[src/rtl/encode_pkg.sv]
// rtl/encode_pkg.sv - shared token types and code constants for encode_code
package encode_pkg;

  typedef enum logic [1:0] {
    TOK_LIT   = 2'd0,
    TOK_MATCH = 2'd1,
    TOK_END   = 2'd2,
    TOK_RSVD  = 2'd3
  } tok_type_t;

  localparam int              CODE_W          = 13;
  localparam logic [CODE_W-1:0] END_CODE      = 13'h180;
  localparam logic [3:0]      END_LEN         = 4'd9;
  localparam int              SHORT_OFF_LIMIT = 128;

  localparam logic [1:0] LEN2_CODE    = 2'b00;
  localparam logic [1:0] LEN3_CODE    = 2'b01;
  localparam logic [1:0] LEN4_CODE    = 2'b10;
  localparam logic [3:0] LEN5_CODE    = 4'b1100;
  localparam logic [3:0] LEN6_CODE    = 4'b1101;
  localparam logic [3:0] LEN7_CODE    = 4'b1110;
  localparam logic [3:0] LEN_EXT_CODE = 4'b1111;

  // Returns {code_len, code} for a match offset.
  function automatic logic [CODE_W+3:0] off_code(input logic [10:0] off);
    if (off < 11'(SHORT_OFF_LIMIT))
      return {4'd9, 4'b0000, 2'b11, off[6:0]};
    return {4'd13, 2'b10, off};
  endfunction

endpackage

[src/rtl/encode_len_code.sv]
// rtl/encode_len_code.sv - maps a match length to its short code, flags the extended case
module encode_len_code
  import encode_pkg::*;
#(
  parameter int LEN_W = 12
) (
  input  logic [LEN_W-1:0] len,
  output logic [3:0]       code,
  output logic [3:0]       code_len,
  output logic             ext
);

  always_comb begin
    code     = LEN_EXT_CODE;
    code_len = 4'd4;
    ext      = (len >= LEN_W'(8));
    if (!ext) begin
      case (len[2:0])
        3'd2:    begin code = {2'b00, LEN2_CODE}; code_len = 4'd2; end
        3'd3:    begin code = {2'b00, LEN3_CODE}; code_len = 4'd2; end
        3'd4:    begin code = {2'b00, LEN4_CODE}; code_len = 4'd2; end
        3'd5:    code = LEN5_CODE;
        3'd6:    code = LEN6_CODE;
        3'd7:    code = LEN7_CODE;
        default: begin code = 4'd0; code_len = 4'd0; end
      endcase
    end
  end

endmodule

[src/rtl/encode_code.sv]
// rtl/encode_code.sv - LZS token to variable-length code encoder with end marker and word padding
module encode_code
  import encode_pkg::*;
#(
  parameter int LEN_W     = 12,
  parameter int WORD_BITS = 64
) (
  input  logic             clk,
  input  logic             rst,
  input  logic             tok_valid,
  output logic             tok_ready,
  input  logic [1:0]       tok_type,
  input  logic [7:0]       tok_lit,
  input  logic [10:0]      tok_off,
  input  logic [LEN_W-1:0] tok_len,
  output logic [12:0]      cnt_output,
  output logic [3:0]       cnt_len,
  output logic             cnt_output_enable,
  output logic             cnt_finish,
  output logic             tok_err
);

  localparam int PW = $clog2(WORD_BITS);

  typedef enum logic [2:0] {S_IDLE, S_LEN, S_EXT, S_PAD, S_FIN} state_t;

  state_t           state, state_n;
  logic [LEN_W-1:0] len_q, len_n, rem, rem_n;
  logic [PW-1:0]    pos, pad;
  logic [12:0]      out_n;
  logic [3:0]       olen_n;
  logic             en_n, err_n;
  logic [3:0]       lc_code, lc_len;
  logic             lc_ext;

  encode_len_code #(.LEN_W(LEN_W)) u_len_code (
    .len      (len_q),
    .code     (lc_code),
    .code_len (lc_len),
    .ext      (lc_ext)
  );

  assign tok_ready = (state == S_IDLE);
  // Bits still needed to reach the next word boundary; pos already includes the code on the bus.
  assign pad = PW'(0) - pos;

  always_comb begin
    state_n = state;
    len_n   = len_q;
    rem_n   = rem;
    out_n   = '0;
    olen_n  = '0;
    en_n    = 1'b0;
    err_n   = tok_err;
    case (state)
      S_IDLE: begin
        if (tok_valid) begin
          case (tok_type_t'(tok_type))
            TOK_LIT: begin
              out_n  = {5'd0, tok_lit};
              olen_n = 4'd9;
              en_n   = 1'b1;
            end
            TOK_MATCH: begin
              if (tok_len < LEN_W'(2) || tok_off == 11'd0) begin
                err_n = 1'b1;
              end else begin
                {olen_n, out_n} = off_code(tok_off);
                en_n    = 1'b1;
                len_n   = tok_len;
                state_n = S_LEN;
              end
            end
            TOK_END: begin
              out_n   = END_CODE;
              olen_n  = END_LEN;
              en_n    = 1'b1;
              state_n = S_PAD;
            end
            TOK_RSVD: err_n = 1'b1;
            default:  err_n = 1'b1;
          endcase
        end
      end
      S_LEN: begin
        out_n  = {9'd0, lc_code};
        olen_n = lc_len;
        en_n   = 1'b1;
        if (lc_ext) begin
          rem_n   = len_q - LEN_W'(8);
          state_n = S_EXT;
        end else begin
          state_n = S_IDLE;
        end
      end
      S_EXT: begin
        olen_n = 4'd4;
        en_n   = 1'b1;
        if (rem >= LEN_W'(15)) begin
          out_n = {9'd0, LEN_EXT_CODE};
          rem_n = rem - LEN_W'(15);
        end else begin
          out_n   = {9'd0, rem[3:0]};
          state_n = S_IDLE;
        end
      end
      S_PAD: begin
        if (pad == '0) begin
          state_n = S_FIN;
        end else begin
          en_n   = 1'b1;
          olen_n = (pad > PW'(15)) ? 4'd15 : 4'(pad);
        end
      end
      S_FIN:   state_n = S_FIN;
      default: state_n = S_IDLE;
    endcase
  end

  always_ff @(posedge clk) begin
    if (rst) begin
      state             <= S_IDLE;
      len_q             <= '0;
      rem               <= '0;
      pos               <= '0;
      cnt_output        <= '0;
      cnt_len           <= '0;
      cnt_output_enable <= 1'b0;
      cnt_finish        <= 1'b0;
      tok_err           <= 1'b0;
    end else begin
      state             <= state_n;
      len_q             <= len_n;
      rem               <= rem_n;
      cnt_output        <= out_n;
      cnt_len           <= olen_n;
      cnt_output_enable <= en_n;
      cnt_finish        <= cnt_finish | (state_n == S_FIN);
      tok_err           <= err_n;
      if (en_n) pos <= pos + PW'(olen_n);
    end
  end

endmodule

[config.mk]
export PLATFORM = sky130hd
export DESIGN_NAME = encode_code
export DESIGN_NICKNAME = d
export VERILOG_FILES = /design/src/rtl/encode_pkg.sv /design/src/rtl/encode_len_code.sv /design/src/rtl/encode_code.sv
export SDC_FILE = /design/constraint.sdc
export NUM_CORES = 1
export LEC_CHECK = 0
export ABC_AREA = 1
export CAP_MARGIN = 20
export CORE_MARGIN = 2
export CORE_UTILIZATION = 52
export DETAILED_ROUTE_END_ITERATION = 10
export PLACE_DENSITY_LB_ADDON = 0.25
export SYNTH_ARGS = -nofsm -noshare
export SYNTH_HDL_FRONTEND = slang
export SYNTH_SLANG_ARGS = --single-unit
[constraint.sdc]
create_clock -name clk -period 3 [get_ports clk]
set_input_delay 0.45 -clock clk [delete_from_list [all_inputs] [get_ports clk]]
set_output_delay 0.45 -clock clk [all_outputs]
set_load 0.1 [all_outputs]
; After elaboration in Yosys (flattened, before gate mapping)
; Index checks and enable logic that the tools add are counted.
[op_classes]
n_eq_ne = 17
addsub = 4
n_bitwise = 2
muxes = 39
magnitude_cmp = 5
reduce_logical = 14
[op_table]
columns = op, count
row1 = $pmux 13 s3, 2
row2 = $mux 17, 2
row3 = $mux 4, 7
row4 = $mux 13, 2
row5 = $ge 12x4->1 const B, 2
row6 = $mux 12, 2
row7 = $pmux 12 s2, 1
row8 = $sub 12x4->12 const B, 2
row9 = $pmux 4 s5, 1
row10 = $eq 3x3->1 const B, 6
row11 = $pmux 4 s4, 1
row12 = $pmux 3 s5, 1
row13 = $eq 3x2->1 const B, 4
row14 = $lt 12x2->1 const B, 1
row15 = $mux 3, 4
row16 = $pmux 3 s2, 2
row17 = $logic_not 11->1, 1
row18 = $lt 11x8->1 const B, 1
row19 = $mux 1, 9
row20 = $pmux 4 s2, 1
row21 = $reduce_and 4->1, 2
row22 = $add 6x4->6, 1
row23 = $gt 6x4->1 const B, 1
row24 = $logic_not 6->1, 1
row25 = 17 further kinds, 24
[totals]
input_bits = 36
word_cells = 90
reg_bits = 53

; Depth between registers and ports, before layout
; Gate-level depths: netlist (run 1).
[logic_depth]
depth_word = 12
ltp_mapped = 18
ltp_nobuf = 18

; Cells and area by module
; Synthesis (run 1) repeated with hierarchy kept, for this count alone.
[hier_totals]
hier_cells = 466
hier_area_um2 = 3144.3
[modules_own_cells]
columns = module, cells_each, area_per_inst_um2, seq_area_each_um2, n_inst
row1 = encode_code, 433, 2991.6, 1041.0, 1
row2 = encode_len_code, 33, 152.6, 0.0, 1

; Least setup slack after synthesis (run 1)
; Ideal clock, no wire load.
[synth_timing]
path_kind = register -> register
from = register state[0]
to = register pos[4]
required_ns = 2.868
setup_slack_ns = 0.274
period_less_slack_ns = 2.726
stages_incl_launch_ff = 16
path_buffers = 0
t_arrival_ns = 2.593
cell_sequence = dfxtp_1 -> inv_2 -> nand2_2 -> nor2_4 -> nand2_2 -> nor2_4 -> nand2_4 -> nand2_1 -> ha_1 -> inv_1 -> fa_1 -> o21ai_0 -> a21oi_1 -> xor2_1 -> nand2_1 -> a21oi_1
[synth_via]
elab_chain_cells = 3
elab_cells_between_ends = 8
classes_between = add/sub: 1 / eq/ne: 3 / mux: 2 / reduce/logical: 2
[synth_rtl]
columns = item, line_no
row1 = start: declaration, encode_code.sv:27  ; state_t state, state_n;
row2 = start signal: assignment, encode_code.sv:132  ; state <= state_n;
row3 = $logic_not 3->1, --
row4 = via tok_ready, encode_code.sv:11  ; output logic tok_ready,
row5 = $pmux 4 s4, encode_code.sv:55  ; case (state)
row6 = via olen_n[0], encode_code.sv:31  ; logic [3:0] olen_n;
row7 = $add 6x4->6, encode_code.sv:140  ; if (en_n) pos <= pos + PW'(olen_n);
row8 = end signal: assignment, encode_code.sv:140
row9 = end: declaration, encode_code.sv:29  ; logic [PW-1:0] pos, pad;
; The timed path passes the listed nets, and every way through them passes these cells.
; A chain may end at the register's enable or synchronous reset.

; Worst setup path in the final report (run 1)
[layout_timing]
from = register pos[0]
to = register pos[5]
[layout_via]
elab_chain_cells = 6
elab_cells_between_ends = 9
classes_between = add/sub: 2 / order compare: 1 / mux: 5 / reduce/logical: 1
[layout_rtl]
columns = item, line_no
row1 = $sub 1x6->6 *, encode_code.sv:45  ; assign pad = PW'(0) - pos;
row2 = $gt 6x4->1, encode_code.sv:112  ; olen_n = (pad > PW'(15)) ? 4'd15 : 4'(pad);
row3 = $mux 4, encode_code.sv:112
row4 = $mux 4 *, encode_code.sv:108  ; if (pad == '0) begin
row5 = $pmux 4 s4 *, encode_code.sv:55
row6 = via olen_n[2], encode_code.sv:31
row7 = $add 6x4->6 *, encode_code.sv:140
; Mark *: on every way through the listed nets, which the timed path passes. The rest lies on a longest branch.

==> metrics.cfg, run 1 <==
[run_status]
status = finished clean

[cells_and_area]
drive_gt1_share_pct = 14.0
fin_cells = 572
antenna_cells = 0
area_delta_synth_final_pct = 22.6
multi_input_area_um2 = 1730
regArea_um2 = 1040
fill_cells = 505
stdcell_area_um2 = 3740
fin_nets = 547
utilization_pct = 67.2

[timing]
slew_violations = 0
setup_ws_ns = 0.244
min_period_over_period_pct = 91.9
hold_violations = 0
rsz0062_at_grt = no
clock-skew-final_ns = 0.00886
fmax_ghz = 0.363
fin_crit_ns = 2.76
tns_ns = 0
setup_violations = 0

[drt]
via_count = 3043
drtAntennaViolNets = 0
wirelength_mm = 7.22
drc = 0
viasPerCell = 5.32
dr.pass1.iters = 5
first_iter_violations = 143
wire_per_inst_um = 12.6

[worst_setup_path]
path_class = flop to flop
cp_max_fo = 5
r2r-start = pos[0]
worstPathArrival_ns = 3.01
critical_path.max_stage_delay_ns = 0.37
cp-end-kind = flop
regToRegEndpoint = pos[5]
crit_path_start_kind = flop
reg2reg_depth = 17
critical_path.cell_chain = inv_1 > ha_1 > nand3_1 > nand2_1 > nand2_1 > nor2_4 > nand2_1 > a21oi_1 > nand3_1 > ha_1 > nand3_1 > nand3_1 > a21oi_1 > nor2_1 > xor2_1 > nand2_1 > a21oi_1
critPathSlowestCell = ha_1
crit_end = pos[5]
r2r_slack_ns = 0.24
crit_start = pos[0]
worstPathRequired_ns = 3.25

[die]
initial_utilization_pct = 54.8
die_w_um = 80.6
dieArea_um2 = 6500
core_region_area_um2 = 5570
die_h_um = 80.6
rows = 27
io_pins = 57

[clock_network]
cts_hold_buf = 0
clk_pin_slew_ns = 0.10
clock-root-buffer = clkbuf_8
clock_latency_ns = 0.31
cts_buffer_depth = 2
cts_setup_buffers = 0
cts.sinks = 52
cts_tree = yes
cts_buffers = 5
h-tree-depth = 2
cts_resized = 0

[synthesis]
syn_inst = 441
synth.most_common_cell = nand2_1
synthFlopType = dfxtp_1
synth_fp_nets = 489
yosys.cell_types.count = 39
async_flop_share_pct = 0
syn_area_um2 = 3050
yosysWarnings = 0
synth_top_area_cell = dfxtp_1
synthTopCellsByArea = dfxtp_1 34%, nand2_1 10%, nor2_1 7.1%
syn_area_per_cell_um2 = 6.93
seq_area_frac_synth_pct = 34.1
netlist_top_cells_count = 82 x nand2_1, 58 x nor2_1, 52 x dfxtp_1
synth_top_cell_area_share_pct = 34.1
ys_ff_latch = 52
synth_edf_count = 0

[power]
ir_drop_uv = 299
powerDensity_nw_per_um2 = 531
p_leak_nw = 1.68

[global_routing]
grt_max_degree = 29
gr-total-overflow = 0
grt_pass1_wl_mm = 12.6
grt_pass1_vias = 2930
grt_usage_pct = 24.2
antenna_found_initial = 0

[placed_design]
gp_congestion = 0.828
placed_cells = 564
dp_slack_ns = 0.0766
placed_area_um2 = 3630
numPortBuffers = 55
hpwl_mm = 5.51

[job]
drv_cap = 0

[hold_path]
holdCritPathClass = flop to flop

power by group:
part           switching, W  leakage, nW  internal [W]
clock network      0.000250       0.0548      0.000252
registers         0.0000500        0.423      0.000743
logic              0.000454         1.21      0.000239
area by class of cell:
type,instances,share of cell area (%)
Multi-Input combinational cell,321,46.1
Sequential cell,52,27.8
Timing Repair Buffer,63,15.0
Inverter,56,5.61
Tap cell,72,2.41
Clock buffer,5,1.84
Clock inverter,3,1.24
flip-flops by register name, summed over array words and instances (netlist names):
register	cells
len_q	12
cnt_len	4
cnt_finish	1
tok_err	1
state	3
cnt_output	12
rem	12
cnt_output_enable	1
pos	6
critical path, delay by kind of cell (launching register included):
kind            cells  cell delay (ns)
xor+xnor            1             0.16
fa+ha+maj           2             0.62
compound gates      3             0.40
simple gates       10             1.01
flops               1             0.36
buf+inv             1             0.15
how the worst min path moves through the flow:
stage	from	endpoint	slack [ns]	cells past startpoint
floorplan	len_q[4]	len_q[4]	0.45	2
global placement	tok_err	tok_err	0.44	2
detailed placement	tok_err	tok_err	0.46	2
CTS	tok_err	tok_err	0.47	2
global route	tok_err	tok_err	0.51	2
finish	tok_err	tok_err	0.47	2
cell usage in the layout, fill, tap and decap left out, types with 5 or more instances in the layout:
cell type	count
nand2_1	82
nor2_1	58
dfxtp_1	52
inv_1	50
a21oi_1	37
clkdlybuf4s50_1	35
o21ai_0	34
buf_4	28
nand3_1	19
ha_1	11
o21ai_1	10
xor2_1	8
nand4_1	7
a31oi_1	7
inv_2	6
nand2_2	5
clkbuf_8	5
metrics by stage:
step / hold WS [ns] / total power, W
after CTS: 0.474 / 0.00200
after global placement: 0.442 / 0.00148
after detailed placement: 0.459 / 0.00150
after floorplan: 0.448 / 0.00133
final: 0.468 / 0.00199
after global routing: 0.512 / 0.00211
kinds of logic after synthesis:
family	after synthesis	synth area share, %
flops	52	34.1
fa+ha+maj	12	5.16
simple gates	198	30.6
xor+xnor	10	2.87
buf+inv	68	9.34
other cells	1	0.123
compound gates	100	17.8
routing by layer:
metal  wire [um]  vias up  part of all wire, %  GRT usage, %
met3         331       11                  4.6          4.61
met1        3150     1405                   44          28.3
met4          99        0                  1.4          7.12
li1            -     1556                    -             -
met2        3630       71                   50          44.5
met5           0        -                    0             0
Note: power is estimated with default switching activity, not from simulation.
==> run 2: changes to the inputs <==
- SLEW_MARGIN: default -> 20
==> results of run 2 <==
The final DEF is identical to that of run 1; final timing and power are the same.
==> patch (config.mk and constraints of run 2) <==
The 5 states of `state_t` get a one-hot encoding in 5 bits.
--- a/src/rtl/encode_code.sv
+++ b/src/rtl/encode_code.sv
@@ -22,7 +22,7 @@
 
   localparam int PW = $clog2(WORD_BITS);
 
-  typedef enum logic [2:0] {S_IDLE, S_LEN, S_EXT, S_PAD, S_FIN} state_t;
+  typedef enum logic [4:0] {S_IDLE = 5'b00001, S_LEN = 5'b00010, S_EXT = 5'b00100, S_PAD = 5'b01000, S_FIN = 5'b10000} state_t;
 
   state_t           state, state_n;
   logic [LEN_W-1:0] len_q, len_n, rem, rem_n;
Behaviour: same outputs for any inputs over 4 cycles, from zero or initial values and one cycle with rst high; so few cycles prove little.
==> patch against run 2 <==
  * Combinational power is 35% lower
  * Sequential cell count is 2 higher
  * Cell area is 2.4% higher
  * Worst hold slack hardly changed
  * Area after synthesis is 5.1% higher
  * Critical endpoint unchanged
  * Wire length is 2.5% higher
  * Critical path type unchanged
  * Total power is 18% lower
  * Core utilization is 2.8 points lower
  * Worst setup slack better by 0.056 ns
==> patch: results (changes against run 2) <==
[finish]
n_fill_cell=529  ; +4.8%
area_growth_pct=19.5
final-clk-cell-share=0.0215  ; -0.00921
multi_input_gates=328  ; +2.2%
drive_gt1_frac=0.148  ; +0.00770
inv_count=53  ; -5.4%
multiInputGateArea_um2=1840  ; +6.5%
antenna_cells=0  ; unchanged
buf_share=0.140  ; -0.00943
regArea_um2=1080  ; +3.8%
design.seq.count=54  ; +3.8%
clock_buffers=6  ; +1
buffers_excl_clock=60  ; -4.8%
final_nets=551  ; +0.73%

[pwr]
power.share.sequential=0.471  ; +0.072
p_leak_nw=1.66  ; -1.5%
pwr_density_cell_nw_per_um2=423  ; -20%
irDropWorstVdd_uv=275  ; -7.9%
sw_frac_of_total=0.334  ; -0.0446
powerClk_uw=405  ; -19%

[status]
status=finished, final reports clean

[yosys]
ys_seq_area_frac=0.337  ; -0.00413
synthTopCellsByArea=dfxtp_1 (34%), nand2_1 (9.1%), a21oi_1 (6.2%)
synth.net_count=498  ; +1.8%
synth_cell_types=44  ; +13%
yosysWarnings=0  ; unchanged
netlist_instances=449  ; +1.8%
synth_top_area_cell=dfxtp_1
synth_common_cells=nand2_1 (78), dfxtp_1 (54), nor2_1 (52), inv_1 (47), a21oi_1 (40)

[cts]
cts-root-buf=clkbuf_8
tritoncts=done
clock_path_buffers=2  ; unchanged

[detailed_routing]
routed_wl_mm=7.40  ; +2.5%
highest_layer=met4
via_count=2971  ; -2.4%
firstDrtPassIters=4  ; -1
wl_met3_um=246  ; -26%
initialDrtViolationCount=110  ; -23%
via_per_inst=5.16  ; -3.0%
wl_met1_mm=3.49  ; +11%
wl_met2_mm=3.59  ; -1.2%

[global_routing]
use_met3=0.0402  ; -0.00585
grtUsageMet1=0.301  ; +0.0182
grt_pass1_vias=2661  ; -9.2%
track_usage=0.227  ; -0.0150
antenna_found_initial=0  ; unchanged
grt_util_met2=0.381  ; -0.0635
grt_pass1_wl_mm=12.0  ; -4.8%
grt_max_degree=24  ; -17%

[worst_setup_path]
crit_arrival_ns=2.95  ; -0.06 ns
crit_path_top_delay_cell=dfxtp_1
cp_slowest_stage_delay_ns=0.41  ; +0.04 ns
crit_fanout=6  ; +1

[place]
finalWeightedCongestion=0.830  ; +0.23%
place_ws_ns=0.0134  ; -0.0632 ns
dpl-instance-area_um2=3750  ; +3.2%
place_hpwl_mm=5.85  ; +6.1%
post-place-cells=570  ; +1.1%

[timing]
skew_ns=0.00677  ; -0.00209 ns

[die]
tap_cells=75  ; +4.2%

-- patch: cells by family (layout without fill, tap and decap cells) --
| kind of cell | count (synthesis) | after routing | share of synthesized area |
|---|---|---|---|
| simple gates | 203 | 203 | 0.318 |
| buf+inv | 67 | 119 | 0.0920 |
| xor+xnor | 10 | 10 | 0.0273 |
| flops | 54 | 54 | 0.337 |
| compound gates | 101 | 101 | 0.172 |
| fa+ha+maj | 13 | 13 | 0.0530 |
| other cells | 1 | 1 | 0.00117 |
-- patch: path summary, 6_finish.rpt --
| path | from | endpoint | slack (ns) | depth (start not counted) |
|---|---|---|---|---|
| setup / recovery | pos[1] | pos[5] | 0.30 | 16 |
| setup reg to reg | pos[1] | pos[5] | 0.30 | 16 |
| hold reg to reg | tok_err | tok_err | 0.47 | 2 |
| hold / removal | tok_err | tok_err | 0.47 | 2 |
-- patch: timing repair --
item / 4_1_cts / 5_1_grt
endpoints found under the hold margin: 0 / 0
endpoints found under the setup margin: 0 / 2
resized for setup: 0 / 3
